[src/rtl/button_conditioner.sv]
// button_conditioner
//   Conditions the three raw push-buttons (left, right, fire). Each button is
//   synchronized, debounced into a clean level, and turned into one-cycle
//   action pulses. Left/right pulse on press and auto-repeat while held; fire
//   pulses once per press. At most one action pulse is high in any cycle.
//
// Ports
//   clk                 system clock, rising edge
//   reset               asynchronous, active-high reset
//   btnL_in/R_in/U_in   raw asynchronous button inputs, active-high
//   left/right/fire_level  debounced button levels
//   left_move/right_move   press + auto-repeat pulses
//   fire                   press-only pulse
//
// Repeat FSM (one per move button)
//   state      | meaning
//   REP_DELAY  | waiting REPEAT_DELAY cycles after the press pulse
//   REP_PERIOD | emitting a repeat every REPEAT_PERIOD cycles
module button_conditioner #(
    parameter int DEBOUNCE_CYCLES = 125000,
    parameter int REPEAT_DELAY    = 3125000,
    parameter int REPEAT_PERIOD   = 625000,
    parameter int CNT_W           = 22
) (
    input  logic clk,
    input  logic reset,
    input  logic btnL_in,
    input  logic btnR_in,
    input  logic btnU_in,
    output logic left_level,
    output logic right_level,
    output logic fire_level,
    output logic left_move,
    output logic right_move,
    output logic fire
);

    typedef enum logic {REP_DELAY = 1'b0, REP_PERIOD = 1'b1} repState_t;

    localparam logic [CNT_W-1:0] DEB_LAST = CNT_W'(DEBOUNCE_CYCLES - 1);
    localparam logic [CNT_W-1:0] DLY_LAST = CNT_W'(REPEAT_DELAY - 1);
    localparam logic [CNT_W-1:0] PER_LAST = CNT_W'(REPEAT_PERIOD - 1);
    localparam logic [CNT_W-1:0] CNT_ONE  = CNT_W'(1);

    // Bit index: 0 = left, 1 = right, 2 = fire
    logic [2:0]       syncA, syncB;
    logic [2:0]       level, levelNext, rise;
    logic [1:0]       fall;
    logic [CNT_W-1:0] dcnt [3];
    logic [CNT_W-1:0] dcntNext [3];

    repState_t        repState [2];
    repState_t        repStateNext [2];
    logic [CNT_W-1:0] rcnt [2];
    logic [CNT_W-1:0] rcntNext [2];
    logic [1:0]       repEvent;

    logic exclL, exclR;

    // A level flips only after DEBOUNCE_CYCLES consecutive disagreeing
    // samples; any agreeing sample restarts the count.
    always_comb begin
        for (int i = 0; i < 3; i++) begin
            levelNext[i] = level[i];
            dcntNext[i]  = '0;
            if (syncB[i] != level[i]) begin
                if (dcnt[i] == DEB_LAST) begin
                    levelNext[i] = syncB[i];
                end else begin
                    dcntNext[i] = dcnt[i] + CNT_ONE;
                end
            end
        end
    end

    assign rise = levelNext & ~level;
    assign fall = level[1:0] & ~levelNext[1:0];

    // Exclusivity looks at next-state levels so the registered pulses line
    // up with the registered levels.
    assign exclL = levelNext[0] & ~levelNext[1] & ~levelNext[2];
    assign exclR = levelNext[1] & ~levelNext[0] & ~levelNext[2];

    // The repeat timer runs regardless of exclusivity; suppressed events are
    // simply lost.
    always_comb begin
        for (int i = 0; i < 2; i++) begin
            repStateNext[i] = repState[i];
            rcntNext[i]     = rcnt[i];
            repEvent[i]     = 1'b0;
            if (rise[i] || fall[i]) begin
                repStateNext[i] = REP_DELAY;
                rcntNext[i]     = '0;
            end else if (level[i]) begin
                case (repState[i])
                    REP_DELAY: begin
                        if (rcnt[i] == DLY_LAST) begin
                            repEvent[i]     = 1'b1;
                            rcntNext[i]     = '0;
                            repStateNext[i] = REP_PERIOD;
                        end else begin
                            rcntNext[i] = rcnt[i] + CNT_ONE;
                        end
                    end
                    REP_PERIOD: begin
                        if (rcnt[i] == PER_LAST) begin
                            repEvent[i] = 1'b1;
                            rcntNext[i] = '0;
                        end else begin
                            rcntNext[i] = rcnt[i] + CNT_ONE;
                        end
                    end
                    default: begin
                        repStateNext[i] = REP_DELAY;
                        rcntNext[i]     = '0;
                    end
                endcase
            end
        end
    end

    always_ff @(posedge clk or posedge reset) begin
        if (reset) begin
            for (int i = 0; i < 2; i++) begin
                repState[i] <= REP_DELAY;
                rcnt[i]     <= '0;
            end
        end else begin
            for (int i = 0; i < 2; i++) begin
                repState[i] <= repStateNext[i];
                rcnt[i]     <= rcntNext[i];
            end
        end
    end

    always_ff @(posedge clk or posedge reset) begin
        if (reset) begin
            syncA      <= '0;
            syncB      <= '0;
            level      <= '0;
            for (int i = 0; i < 3; i++) begin
                dcnt[i] <= '0;
            end
            left_move  <= 1'b0;
            right_move <= 1'b0;
            fire       <= 1'b0;
        end else begin
            syncA      <= {btnU_in, btnR_in, btnL_in};
            syncB      <= syncA;
            level      <= levelNext;
            for (int i = 0; i < 3; i++) begin
                dcnt[i] <= dcntNext[i];
            end
            left_move  <= (rise[0] | repEvent[0]) & exclL;
            right_move <= (rise[1] | repEvent[1]) & exclR;
            fire       <= rise[2] & ~levelNext[0] & ~levelNext[1];
        end
    end

    assign left_level  = level[0];
    assign right_level = level[1];
    assign fire_level  = level[2];

endmodule

[config.mk]
export PLATFORM = sky130hd
export DESIGN_NAME = button_conditioner
export DESIGN_NICKNAME = d
export VERILOG_FILES = /design/src/rtl/button_conditioner.sv
export SDC_FILE = /design/constraint.sdc
export NUM_CORES = 1
export LEC_CHECK = 0
export CORE_MARGIN = 5
export CORE_UTILIZATION = 38
export DETAILED_ROUTE_END_ITERATION = 10
export DONT_BUFFER_PORTS = 1
export PLACE_DENSITY_LB_ADDON = 0.2
export SKIP_CTS_REPAIR_TIMING = 1
export SYNTH_ARGS = -nofsm -noshare
export SYNTH_HDL_FRONTEND = slang
export SYNTH_SLANG_ARGS = --single-unit
[constraint.sdc]
create_clock -name clk -period 3.3 [get_ports clk]
set_input_delay 0.165 -clock clk [delete_from_list [all_inputs] [get_ports clk]]
set_output_delay 0.165 -clock clk [all_outputs]
set_load 0.01 [all_outputs]
Yosys cells after proc, flatten, opt, wreduce, memory -nomap -nowiden --
Index checks and enable logic that the tools add are counted.
Operators by class: add/sub/neg operators 5, equal/unequal tests 10, multiplexer cells 38, bitwise logic cells 19, reductions and logical operators 4
Operators with widths (count):
- two-way mux 22 bit | 14
- adder 22 x 1 -> 22 bit, second input constant | 5
- one-hot mux 22 bit (2 select lines) | 2
- == test 22 x 17 -> 1 bit, second input constant | 3
- == test 22 x 20 -> 1 bit, second input constant | 2
- == test 22 bit, second input constant | 2
- two-way mux 1 bit | 20
- AND 1 bit | 8
- inverter 1 bit | 5
- one-hot mux 1 bit (2 select lines) | 2
- nonzero test 2 bit | 2
- AND 3 bit | 1
- != test 1 bit | 3
- inverter 3 bit | 1
- AND 2 bit | 1
- logical OR 1 bit | 2
- inverter 2 bit | 1
- bitwise OR 1 bit | 2
Word-level totals: register bits after elaboration 124, input bits 5, output and inout port bits 6, word-level logic and storage cells 89

Longest topological paths before layout --
Gate-level depths: netlist of the first run.
word-level depth 9, gate-level depth with buffers 13, mapped depth without buffers 11

Worst setup path before layout of the first run --
OpenSTA, ideal clock, no wires.
path kind flip-flop to flip-flop, start point register dcnt[39] in the netlist's numbering, end point register rcnt[0] in the netlist's numbering, setup time 0.125 ns, data arrival time 2.680 ns, data required time 3.175 ns, slack 0.495 ns, cell stages (with the launch flop) 12, path buffers 2, period minus slack after synthesis 2.805 ns, cells stage by stage dfrtp_1 > nor4b_1 > nand4_1 > nor2_1 > mux2_2 > ha_1 > nor3b_1 > o41a_1 > a311o_1 > buf_2 > buf_2 > mux2_2
On the way: word-level cells in the longest chain between the ends 7, elaborated cells between the ends (all ways) 9, classes of those cells eq/ne (1); mux (3); bitwise (3); reduce/logical (2)
Ends and longest elaborated chain:
- from (decl) | line 49 | logic [CNT_W-1:0] dcnt [3];
- from (signal, indexed assignment) | line 152 | dcnt[i] <= dcntNext[i];
- == test 22 x 17 -> 1 bit * | line 67 | if (dcnt[i] == DEB_LAST) begin
- two-way mux 1 bit * | line 67
- two-way mux 1 bit * | line 66 | if (syncB[i] != level[i]) begin
- net levelNext[1] | line 47 | logic [2:0] level, levelNext, rise;
- inverter 2 bit | line 77 | assign fall = level[1:0] & ~levelNext[1:0];
- AND 2 bit | line 77
- logical OR 1 bit * | line 91 | if (rise[i] || fall[i]) begin
- two-way mux 22 bit / nonzero test 2 bit (equally long branches)
- to (signal, indexed assignment) | line 131 | rcnt[i] <= rcntNext[i];
- to (decl) | line 54 | logic [CNT_W-1:0] rcnt [2];
The timed path passes the listed nets; every way through them passes the cells marked *. A chain may end at the register's enable or synchronous reset.

Worst setup path after layout of the first run --
start point register dcnt[61] in the netlist's numbering, end point register rcnt[43] in the netlist's numbering
On the way: word-level cells in the longest chain between the ends 7, elaborated cells between the ends (all ways) 9, classes of those cells eq/ne (1); mux (3); bitwise (3); reduce/logical (2)
Ends and longest elaborated chain (line):
- == test 22 x 17 -> 1 bit * | 67
- two-way mux 1 bit * | 67
- two-way mux 1 bit * | 66
- inverter 2 bit | 77
- AND 2 bit | 77
- logical OR 1 bit * | 91
- two-way mux 22 bit / nonzero test 2 bit (equally long branches)
Mark *: on every way between the ends. The rest lies on a longest branch, timed or not.

==> impl_metrics.csv, run 1 <==
group,metric,value,unit
status,status,"completed",
detailed_routing,dr.max_layer_used,"met4",
yosys,synthArstFlopShare,1.00,
job,maxCapViolations,0,
finish,area_delta_synth_final,13.4,%
setup_path,r2r-start,"dcnt[61]$_DFF_PP0_",
yosys,synth_edf_count,0,
die,dieArea,20300,sq um
die,die_x,143,um
detailed_routing,drcViolationCount,0,
clock_network,tritoncts,"built",
setup_path,arrival,3390,ps
yosys,syn_inst,695,
detailed_routing,viasPerCell,5.45,
global_routing,grt_max_degree,125,
setup_path,path_class,"reg2reg",
timing,hold_slack,307,ps
detailed_routing,wl_met3,326,um
timing,hold_violations,0,
clock_network,htreeDepth,4,
die,std_cell_rows,48,
setup_path,cp.required,3630,ps
yosys,yosys_warnings,0,
timing,drv_slew,0,
yosys,synth.cell_area,6680,sq um
detailed_routing,drtAntennaViolNets,0,
yosys,post_synth.cell_area_avg,9.61,sq um
timing,period_share,0.926,
finish,final_common_cell,"dfrtp_1",
clock_network,cts.sinks,124,
clock_network,clk_pin_slew,60,ps
timing,max_slew_margin,0.349,
timing,setup_violations,0,
worst_hold_path,hp-start,"btnR_in",
timing,tns,0,ps
placement,port_buffers,0,
global_routing,grt_pass1_vias,4888,
finish,fin_util,0.438,
placement,dpl_cell_area,6900,sq um
clock_network,clock_latency,410,ps
finish,fin_area,7570,sq um
finish,num-nets-final,708,
global_routing,grt.total_usage,0.144,
global_routing,grt_pass1_wl,23900,um
yosys,yosysUniqueCellTypes,60,
clock_network,cts_root_buffer,"clkbuf_16",
global_routing,grt_overflow,0,
timing,skew,7.60,ps
detailed_routing,firstDrtPassIters,4,
global_routing,antenna_found_initial,0,
setup_path,cp-startpoint,"dcnt[61]$_DFF_PP0_",
yosys,synth-seq-cells,124,
placement,gp_congestion,0.865,
finish,drive_above_1_share,0.119,
finish,antenna_cells,0,
worst_hold_path,hold_path_class,"in2reg",
die,start_util,0.386,
power,ir_worst_vdd,0.000309,V
finish,final_cell_count_no_fill,933,
timing,fmax,327,MHz
die,io_pins,11,
yosys,synth_nets,708,
detailed_routing,wl_met2,6490,um
timing,fin_crit,3060,ps
detailed_routing,finalWirelength,13900,um
detailed_routing,num_vias,5081,
die,core,17300,sq um
finish,mostFrequentLayoutCells,"dfrtp_1, nor2_1, nand2_1, nand3_1, nand4_1",
placement,placedCellCount,897,
setup_path,worstSetupEndpointType,"flop",
setup_path,setup.worst_path.start_class,"flop",
detailed_routing,routedLengthMet1,6880,um
clock_network,cts_buffer_depth,2,
placement,dpl.hpwl,8960,um
clock_network,cts_buffers,17,
die,die_y,143,um
finish,num-fill-cells,1676,
timing,tightestPinTransition,976,ps
setup_path,worstPathMaxFanout,14,
power,p_per_area,477,nW/um^2
power,p_leak,3.00,nW
detailed_routing,wire_per_inst,14.9,um
detailed_routing,drtIter0Drc,367,
yosys,seq_area_frac_synth,0.465,
timing,rsz0062_at_grt,"false",
yosys,ys.flop_type,"dfrtp_1",
==> cells by family (layout without fill, tap and decap cells) <==
| group | after synthesis | count (layout) | synth area share |
|---|---|---|---|
| compound gates | 100 | 100 | 0.115 |
| simple gates | 335 | 335 | 0.271 |
| mux | 5 | 5 | 0.00806 |
| fa+ha+maj | 8 | 8 | 0.0150 |
| buf+inv | 56 | 69 | 0.0380 |
| xor+xnor | 67 | 67 | 0.0879 |
| flops | 124 | 124 | 0.465 |
==> final timing paths <==
check / cells after the start / slack (ps) / endpoint
min in group asynchronous: 3 / 430 / dcnt[23]$_DFF_PP0_
max in group asynchronous: 3 / 2370 / dcnt[45]$_DFF_PP0_
max reg2reg: 10 / 240 / rcnt[43]$_DFFE_PP0P_
min: 1 / 310 / syncA[1]$_DFF_PP0_
min reg2reg: 0 / 370 / syncB[0]$_DFF_PP0_
max: 10 / 240 / rcnt[43]$_DFFE_PP0P_
==> critical path: stages (launching register included) <==
cell and delay [ps]:
dfrtp_1 430, or4_4 540, nor4_4 390, and3_1 260
o21ai_0 90, ha_1 530, buf_4 270, nand2_1 70
a41oi_1 210, a22oi_2 80, o31ai_2 90
==> synth_stat cells, types with 3 or more instances <==
library cell    n  area (sq um)
a22oi_2         5          62.6
a31oi_1        17           106
o31ai_2        12           150
and4_1         12           105
clkbuf_2        4          20.0
a41oi_1         5          43.8
or3_1           4          25.0
o22ai_1         4          25.0
o21ai_0        13          65.1
inv_1          21          78.8
nor4_1         11          68.8
a22o_1          8          70.1
mux2_2          3          33.8
or4bb_1         3          33.8
xor2_1         33           289
buf_2          10          50.1
nor3_1         25           125
nand2_1        46           173
buf_6           3          33.8
nor4b_1         4          35.0
xnor2_1        34           298
nand2b_1        8          50.1
and3_1         19           119
a21oi_1        20           100
nor2_1         88           330
or2_2           4          25.0
nor4_2          3          37.5
and2_1          5          31.3
dfrtp_1       124          3100
nand3_1        46           230
clkbuf_1       16          60.1
nand4_1        38           238
nand4b_1        3          26.3
ha_1            8           100
==> state kept, by name (all words and copies together) (netlist names) <==
| signal | flops |
|---|---|
| level | 3 |
| right_move | 1 |
| syncA | 3 |
| rcnt | 44 |
| left_move | 1 |
| fire | 1 |
| repState | 2 |
| syncB | 3 |
| dcnt | 66 |
==> report_power, final <==
part           internal (mW)  leakage [nW]  switching, mW
Combinational         0.0193         0.980         0.0526
Sequential              1.53          1.71         0.0121
Clock                   1.32         0.313          0.677
==> stage by stage <==
stage	setup WS (ps)	total power [mW]
after global routing	0.636	3.75
final	243	3.62
after global placement	318	1.64
after detailed placement	234	1.64
after CTS	226	3.67
after floorplan	495	1.62
==> metal layers <==
layer	global-route usage	up-vias
met5	0	-
met4	0.0575	0
met3	0.0333	15
met2	0.223	59
met1	0.196	2500
li1	-	2507
==> final cells by class <==
type,count,area [sq um],share of cell area
tap,225,282,0.0372
timing repair buffer,16,146,0.0193
multi-input combinational,515,3330,0.439
sequential,124,3100,0.410
clock buffer,21,470,0.0621
clock inverter,11,165,0.0218
inverter,21,82.6,0.0109
Power figures use the tool's default switching activity.
==> inputs of run 2 (changes only) <==
--- a/config.mk
+++ b/config.mk
@@ -5,6 +5,7 @@
 export SDC_FILE = /design/constraint.sdc
 export NUM_CORES = 1
 export LEC_CHECK = 0
+export ABC_AREA = 1
 export CORE_MARGIN = 5
 export CORE_UTILIZATION = 38
 export DETAILED_ROUTE_END_ITERATION = 10
==> impl_metrics.csv, run 2 <==
group,metric,value,unit
status,status,"completed",
die,start_util,0.387,
detailed_routing,finalWirelength,16600,um
clock_network,cts_buffer_depth,2,
clock_network,cts_buffers,17,
yosys,netlist_top_cells_area,"dfrtp_1, nand2_1, nor2_1, inv_1, nand3_1",
detailed_routing,viasPerCell,4.92,
placement,placedCellCount,1219,
die,dieArea,22000,sq um
setup_path,regToRegSetupSlack,600,ps
yosys,seq_area_frac_synth,0.427,
timing,hold_slack,301,ps
worst_hold_path,whs_endpoint,"syncA[2]$_DFF_PP0_",
yosys,synth_edf_count,0,
setup_path,arrival,3040,ps
yosys,synth_top_family_by_area,"simple AND/OR/NAND/NOR gates",
finish,regMostFlops,"dcnt",
finish,final_cell_count_no_fill,1255,
detailed_routing,wire_per_inst,13.2,um
timing,tns,0,ps
setup_path,r2r-start,"dcnt[22]$_DFF_PP0_",
setup_path,worstSetupEndpointType,"flop",
clock_network,cts_root_buffer,"clkbuf_16",
clock_network,clk_pin_slew,60,ps
job,maxCapViolations,0,
finish,antenna_cells,0,
worst_hold_path,min_path_cells,1,
finish,final_common_cell,"nand2_1",
setup_path,setup.worst_path.start_class,"flop",
detailed_routing,drtIter0Drc,313,
die,core,18800,sq um
die,io_pins,11,
yosys,synthArstFlopShare,1.00,
detailed_routing,num_vias,6178,
die,die_y,148,um
finish,largest_registers,"dcnt: 66 flops, rcnt: 44 flops",
clock_network,htreeDepth,4,
timing,fmax,371,MHz
detailed_routing,firstDrtPassIters,4,
yosys,syn_inst,994,
clock_network,cts.sinks,124,
finish,drive_above_1_share,0.0833,
yosys,synth_top_cell_by_area,"dfrtp_1",
power,p_per_area,418,nW/um^2
global_routing,grt.total_usage,0.159,
placement,dpl.hpwl,12100,um
worst_hold_path,hp-start,"btnU_in",
yosys,synth_top_cells_by_count,"nand2_1, nor2_1, inv_1",
yosys,synth_mux_area_frac,0,
timing,rsz0062_at_grt,"false",
power,ir_worst_vdd,0.000319,V
worst_hold_path,hold_path_class,"in2reg",
detailed_routing,drtAntennaViolNets,0,
setup_path,r2r-end,"rcnt[10]$_DFFE_PP0P_",
timing,drv_slew,0,
timing,skew,9.55,ps
setup_path,worst_path_largest_cell_delay,430,ps
yosys,yosys.cell_count.top_type,"nand2_1",
yosys,synth_xor_area_frac,0.0434,
finish,largest_register_ffs,66,
global_routing,grt_overflow,0,
setup_path,path_class,"reg2reg",
die,std_cell_rows,50,
timing,setup_violations,0,
yosys,post_synth.cell_area_avg,7.31,sq um
global_routing,antenna_found_initial,0,
setup_path,worstPathMaxFanout,19,
setup_path,cp_common_cell,"nand2_1",
yosys,synth_nets,1007,
timing,fin_crit,2700,ps
die,die_x,148,um
placement,port_buffers,0,
global_routing,grt_pass1_vias,5968,
setup_path,cp_cell_sequence,"ha_1 > nand3_1 > nor2_1 > nand3_1 > nand2_1 > nand2_1 > ha_1 > buf_4 > inv_1 > nand2_1 > inv_1 > nand2_4 > o21ai_0",
clock_network,tritoncts,"built",
timing,period_share,0.818,
yosys,synth-compound-area-share,0.0523,
yosys,yosys.area_share.simple,0.386,
yosys,yosys_warnings,0,
finish,area_delta_synth_final,12.0,%
setup_path,cpMaxStageDelayCell,"dfrtp_1",
setup_path,reg2reg_depth,13,
global_routing,grt_max_degree,71,
finish,fin_util,0.434,
finish,mostFrequentLayoutCells,"nand2_1, nor2_1, inv_1, dfrtp_1, nand3_1",
global_routing,grt_pass1_wl,28600,um
yosys,synth.cell_area,7270,sq um
timing,hold_violations,0,
yosys,yosysUniqueCellTypes,39,
timing,tightestPinTransition,836,ps
placement,gp_congestion,0.848,
yosys,synth-adder-area-share,0.0138,
power,p_leak,3.59,nW
yosys,synth_top_area_frac,0.427,
yosys,synth-seq-cells,124,
finish,num-nets-final,1021,
setup_path,cp.required,3640,ps
timing,max_slew_margin,0.441,
yosys,ys.flop_type,"dfrtp_1",
detailed_routing,drcViolationCount,0,
clock_network,clock_latency,420,ps
==> run 2: cell count changes after synthesis, sizes merged, moves of 19 or more <==
cell   delta
inv     +111
nand2   +207
nand3    +39
and3     -19
xnor2    -30
nor2     +87
==> run 2: cell families after synthesis <==
| kind of cell | Yosys count |
|---|---|
| flip-flops | 124 |
| AO/OA/AOI/OAI | 69 |
| buffers and inverters | 145 |
| AND/OR/NAND/NOR | 612 |
| adder cells (fa/ha/maj) | 8 |
| XOR/XNOR | 36 |
==> run 2: final cells by class <==
type | instances | area (sq um)
repair buffers | 8 | 82.6
well taps | 234 | 293
clock buffers | 18 | 439
fillers | 1906 | 10600
inverters | 132 | 499
clock inverters | 14 | 121
flip-flops and latches | 124 | 3100
multi-input cells | 725 | 3600
==> run 2: worst max-delay path: cells and delay by family, from the launching register on <==
kind	cells	cell delay, ps
simple gates	7	820
buf+inv	3	750
flops	1	430
fa+ha+maj	2	420
compound gates	1	190
==> run 2: worst max path at each step <==
stage                                       to                from  slack (ps)  cells past startpoint
after floorplan           rcnt[14]$_DFFE_PP0P_  dcnt[22]$_DFF_PP0_        1190                     14
after global placement     rcnt[0]$_DFFE_PP0P_  dcnt[22]$_DFF_PP0_         750                     13
after detailed placement   rcnt[3]$_DFFE_PP0P_  dcnt[22]$_DFF_PP0_         590                     13
after CTS                 rcnt[10]$_DFFE_PP0P_  dcnt[22]$_DFF_PP0_         590                     13
after global routing       rcnt[0]$_DFFE_PP0P_  dcnt[22]$_DFF_PP0_         260                     13
final                     rcnt[10]$_DFFE_PP0P_  dcnt[22]$_DFF_PP0_         600                     13
==> run 2: power breakdown <==
group / internal (mW) / switching [mW] / leakage (nW)
registers: 1.53 / 0.0118 / 1.71
clock network: 1.05 / 0.727 / 0.272
logic: 0.0177 / 0.0571 / 1.60
total: 2.60 / 0.796 / 3.59
==> run 2: per-layer routing <==
metal,track usage,wire length (um),up-vias
met2,0.254,7730,74
met5,0,0,-
li1,-,-,3225
met1,0.213,8110,2858
met3,0.0378,466,21
met4,0.0517,286,0
==> run 2: through the flow <==
| stage | worst slack, ps | instance area (sq um) | total power [mW] |
|---|---|---|---|
| 3_5_place_dp | 587 | 7540 | 1.65 |
| 4_1_cts | 592 | 8100 | 3.45 |
| 2_1_floorplan | 1190 | 7270 | 1.62 |
| 6_report | 602 | 8140 | 3.40 |
| 5_1_grt | 260 | 8140 | 3.54 |
| 3_3_place_gp | 751 | 7540 | 1.65 |
==> inputs of run 3 (changes only) <==
--- a/config.mk
+++ b/config.mk
@@ -5,7 +5,7 @@
 export SDC_FILE = /design/constraint.sdc
 export NUM_CORES = 1
 export LEC_CHECK = 0
-export ABC_AREA = 1
+export ABC_AREA = 0
 export CORE_MARGIN = 5
 export CORE_UTILIZATION = 38
 export DETAILED_ROUTE_END_ITERATION = 10
==> constraint.sdc (replaced) <==
create_clock -name clk -period 2.7 [get_ports clk]
set_input_delay 0.135 -clock clk [delete_from_list [all_inputs] [get_ports clk]]
set_output_delay 0.135 -clock clk [all_outputs]
set_load 0.01 [all_outputs]
==> impl_metrics.csv, run 3 (same netlist as run 1, synthesis figures left out) <==
group,metric,value,unit
status,status,"finished, violations left",
status,violations,"setup timing",
global_routing,grt_overflow,0,
timing,drv_slew,0,
timing,skew,7.19,ps
die,io_pins,11,
clock_network,tritoncts,"built",
power,p_leak,3.27,nW
detailed_routing,drtAntennaViolNets,0,
worst_hold_path,hold_path_class,"in2reg",
setup_path,path_class,"reg2reg",
global_routing,grt.met1_usage,0.205,
global_routing,use_met2,0.239,
finish,antenna_cells,0,
detailed_routing,drcViolationCount,0,
global_routing,grt_use_met3,0.0460,
timing,fmax,349,MHz
finish,num-fill-cells,1629,
timing,setup_violations,22,
setup_path,reg2reg_depth,11,
timing,hold_slack,271,ps
detailed_routing,drtIter0Drc,315,
timing,period_share,1.06,
setup_path,worstPathMaxFanout,7,
setup_path,cp.required,3000,ps
clock_network,clock_latency,420,ps
timing,fin_crit,2860,ps
global_routing,grt_pass1_wl,25200,um
detailed_routing,firstDrtPassIters,4,
job,maxCapViolations,0,
finish,final_common_cell,"dfrtp_1",
finish,fin_area,8110,sq um
finish,multi_input_area,3480,sq um
setup_path,cp-startpoint,"dcnt[39]$_DFF_PP0_",
finish,drive_above_1_share,0.203,
worst_hold_path,whs_endpoint,"syncA[2]$_DFF_PP0_",
clock_network,cts_buffers,17,
setup_path,r2r-start,"dcnt[39]$_DFF_PP0_",
global_routing,grt_max_degree,47,
placement,port_buffers,0,
timing,rsz0062_at_grt,"true",
placement,placedCellCount,937,
setup_path,setup.worst_path.start_class,"flop",
worst_hold_path,min_path_cells,1,
placement,dpl_cell_area,7270,sq um
clock_network,cts_buffer_depth,2,
timing,postLayoutSetupSlackWorst,-163,ps
finish,mostFrequentLayoutCells,"dfrtp_1, nor2_1, buf_4, nand3_1, nand2_1",
finish,largest_registers,"dcnt: 66 flops, rcnt: 44 flops",
placement,gp_congestion,0.815,
global_routing,grt.busiest_layer,"met2",
timing,tns,-2200,ps
clock_network,clk_pin_slew,50,ps
setup_path,r2r-end,"rcnt[7]$_DFFE_PP0P_",
finish,area_delta_synth_final,21.4,%
detailed_routing,viasPerCell,5.43,
finish,final_cell_count_no_fill,980,
power,p_per_area,508,nW/um^2
setup_path,worstSetupEndpointType,"flop",
finish,num-nets-final,757,
detailed_routing,finalWirelength,15000,um
finish,largest_register_ffs,66,
setup_path,arrival,3160,ps
die,die_y,143,um
power,p_total,4.12,mW
global_routing,antenna_found_initial,0,
clock_network,cts_root_buffer,"clkbuf_16",
worst_hold_path,hp-start,"btnU_in",
global_routing,grt.total_usage,0.153,
power,ir_worst_vdd,0.000459,V
timing,max_slew_margin,0.377,
timing,tightestPinTransition,934,ps
detailed_routing,num_vias,5320,
die,dieArea,20300,sq um
finish,regArea,3100,sq um
detailed_routing,wire_per_inst,15.3,um
finish,regMostFlops,"dcnt",
placement,dpl.hpwl,9880,um
die,core,17300,sq um
clock_network,htreeDepth,4,
setup_path,regToRegSetupSlack,-160,ps
die,std_cell_rows,48,
die,die_x,143,um
global_routing,grt_pass1_vias,5138,
clock_network,cts.sinks,124,
die,start_util,0.386,
timing,hold_violations,0,
run 3: cell types whose count changed in the layout (fill, tap and decap cells not counted), sizes merged, moves of 19 or more:
cell / previous run / this run
inv: 133 / 20
and3: 0 / 19
nand3: 86 / 47
nand2: 253 / 46
nor2: 175 / 88
xnor2: 4 / 34
buf: 4 / 60
run 3: power by group:
part	internal [mW]	leakage (nW)	switching, mW
Clock	1.34	0.271	0.790
Combinational	0.0279	1.29	0.0675
Sequential	1.88	1.71	0.0142
Total	3.25	3.27	0.871
run 3: through the flow:
| step | utilization | setup slack [ps] |
|---|---|---|
| after CTS | 0.452 | -180 |
| after global routing | 0.469 | -266 |
| after global placement | 0.420 | -33.9 |
| final | 0.469 | -163 |
| after floorplan | - | 9.41 |
| after detailed placement | 0.420 | -165 |
run 3: how the worst max path moves through the flow:
| stage | to |
|---|---|
| CTS | rcnt[6]$_DFFE_PP0P_ |
| global placement | rcnt[6]$_DFFE_PP0P_ |
| global route | rcnt[6]$_DFFE_PP0P_ |
| floorplan | rcnt[0]$_DFFE_PP0P_ |
| detailed placement | rcnt[6]$_DFFE_PP0P_ |
| finish | rcnt[7]$_DFFE_PP0P_ |
run 3: final cells by class:
cell class              instances  share of cell area
inverters                      21              0.0102
clock buffers                  23              0.0602
flip-flops and latches        124               0.383
multi-input cells             515               0.430
well taps                     225              0.0347
repair buffers                 65              0.0741
clock inverters                 7             0.00803
run 3: layer usage:
metal | share of wire | vias up
met5 | 0 | -
met4 | 0.011 | 0
met3 | 0.032 | 13
met2 | 0.48 | 61
met1 | 0.48 | 2628
li1 | - | 2618
run 3: worst max-delay path, cell delays in order, from the launching register on:
cell and delay (ps):
dfrtp_1 380, nor4b_2 290, nand4_1 210, nor2_2 160, mux2_4 350, ha_4 240
nor3b_4 150, o41a_1 100, a311o_2 380, buf_12 150, clkbuf_16 160, a22o_1 180
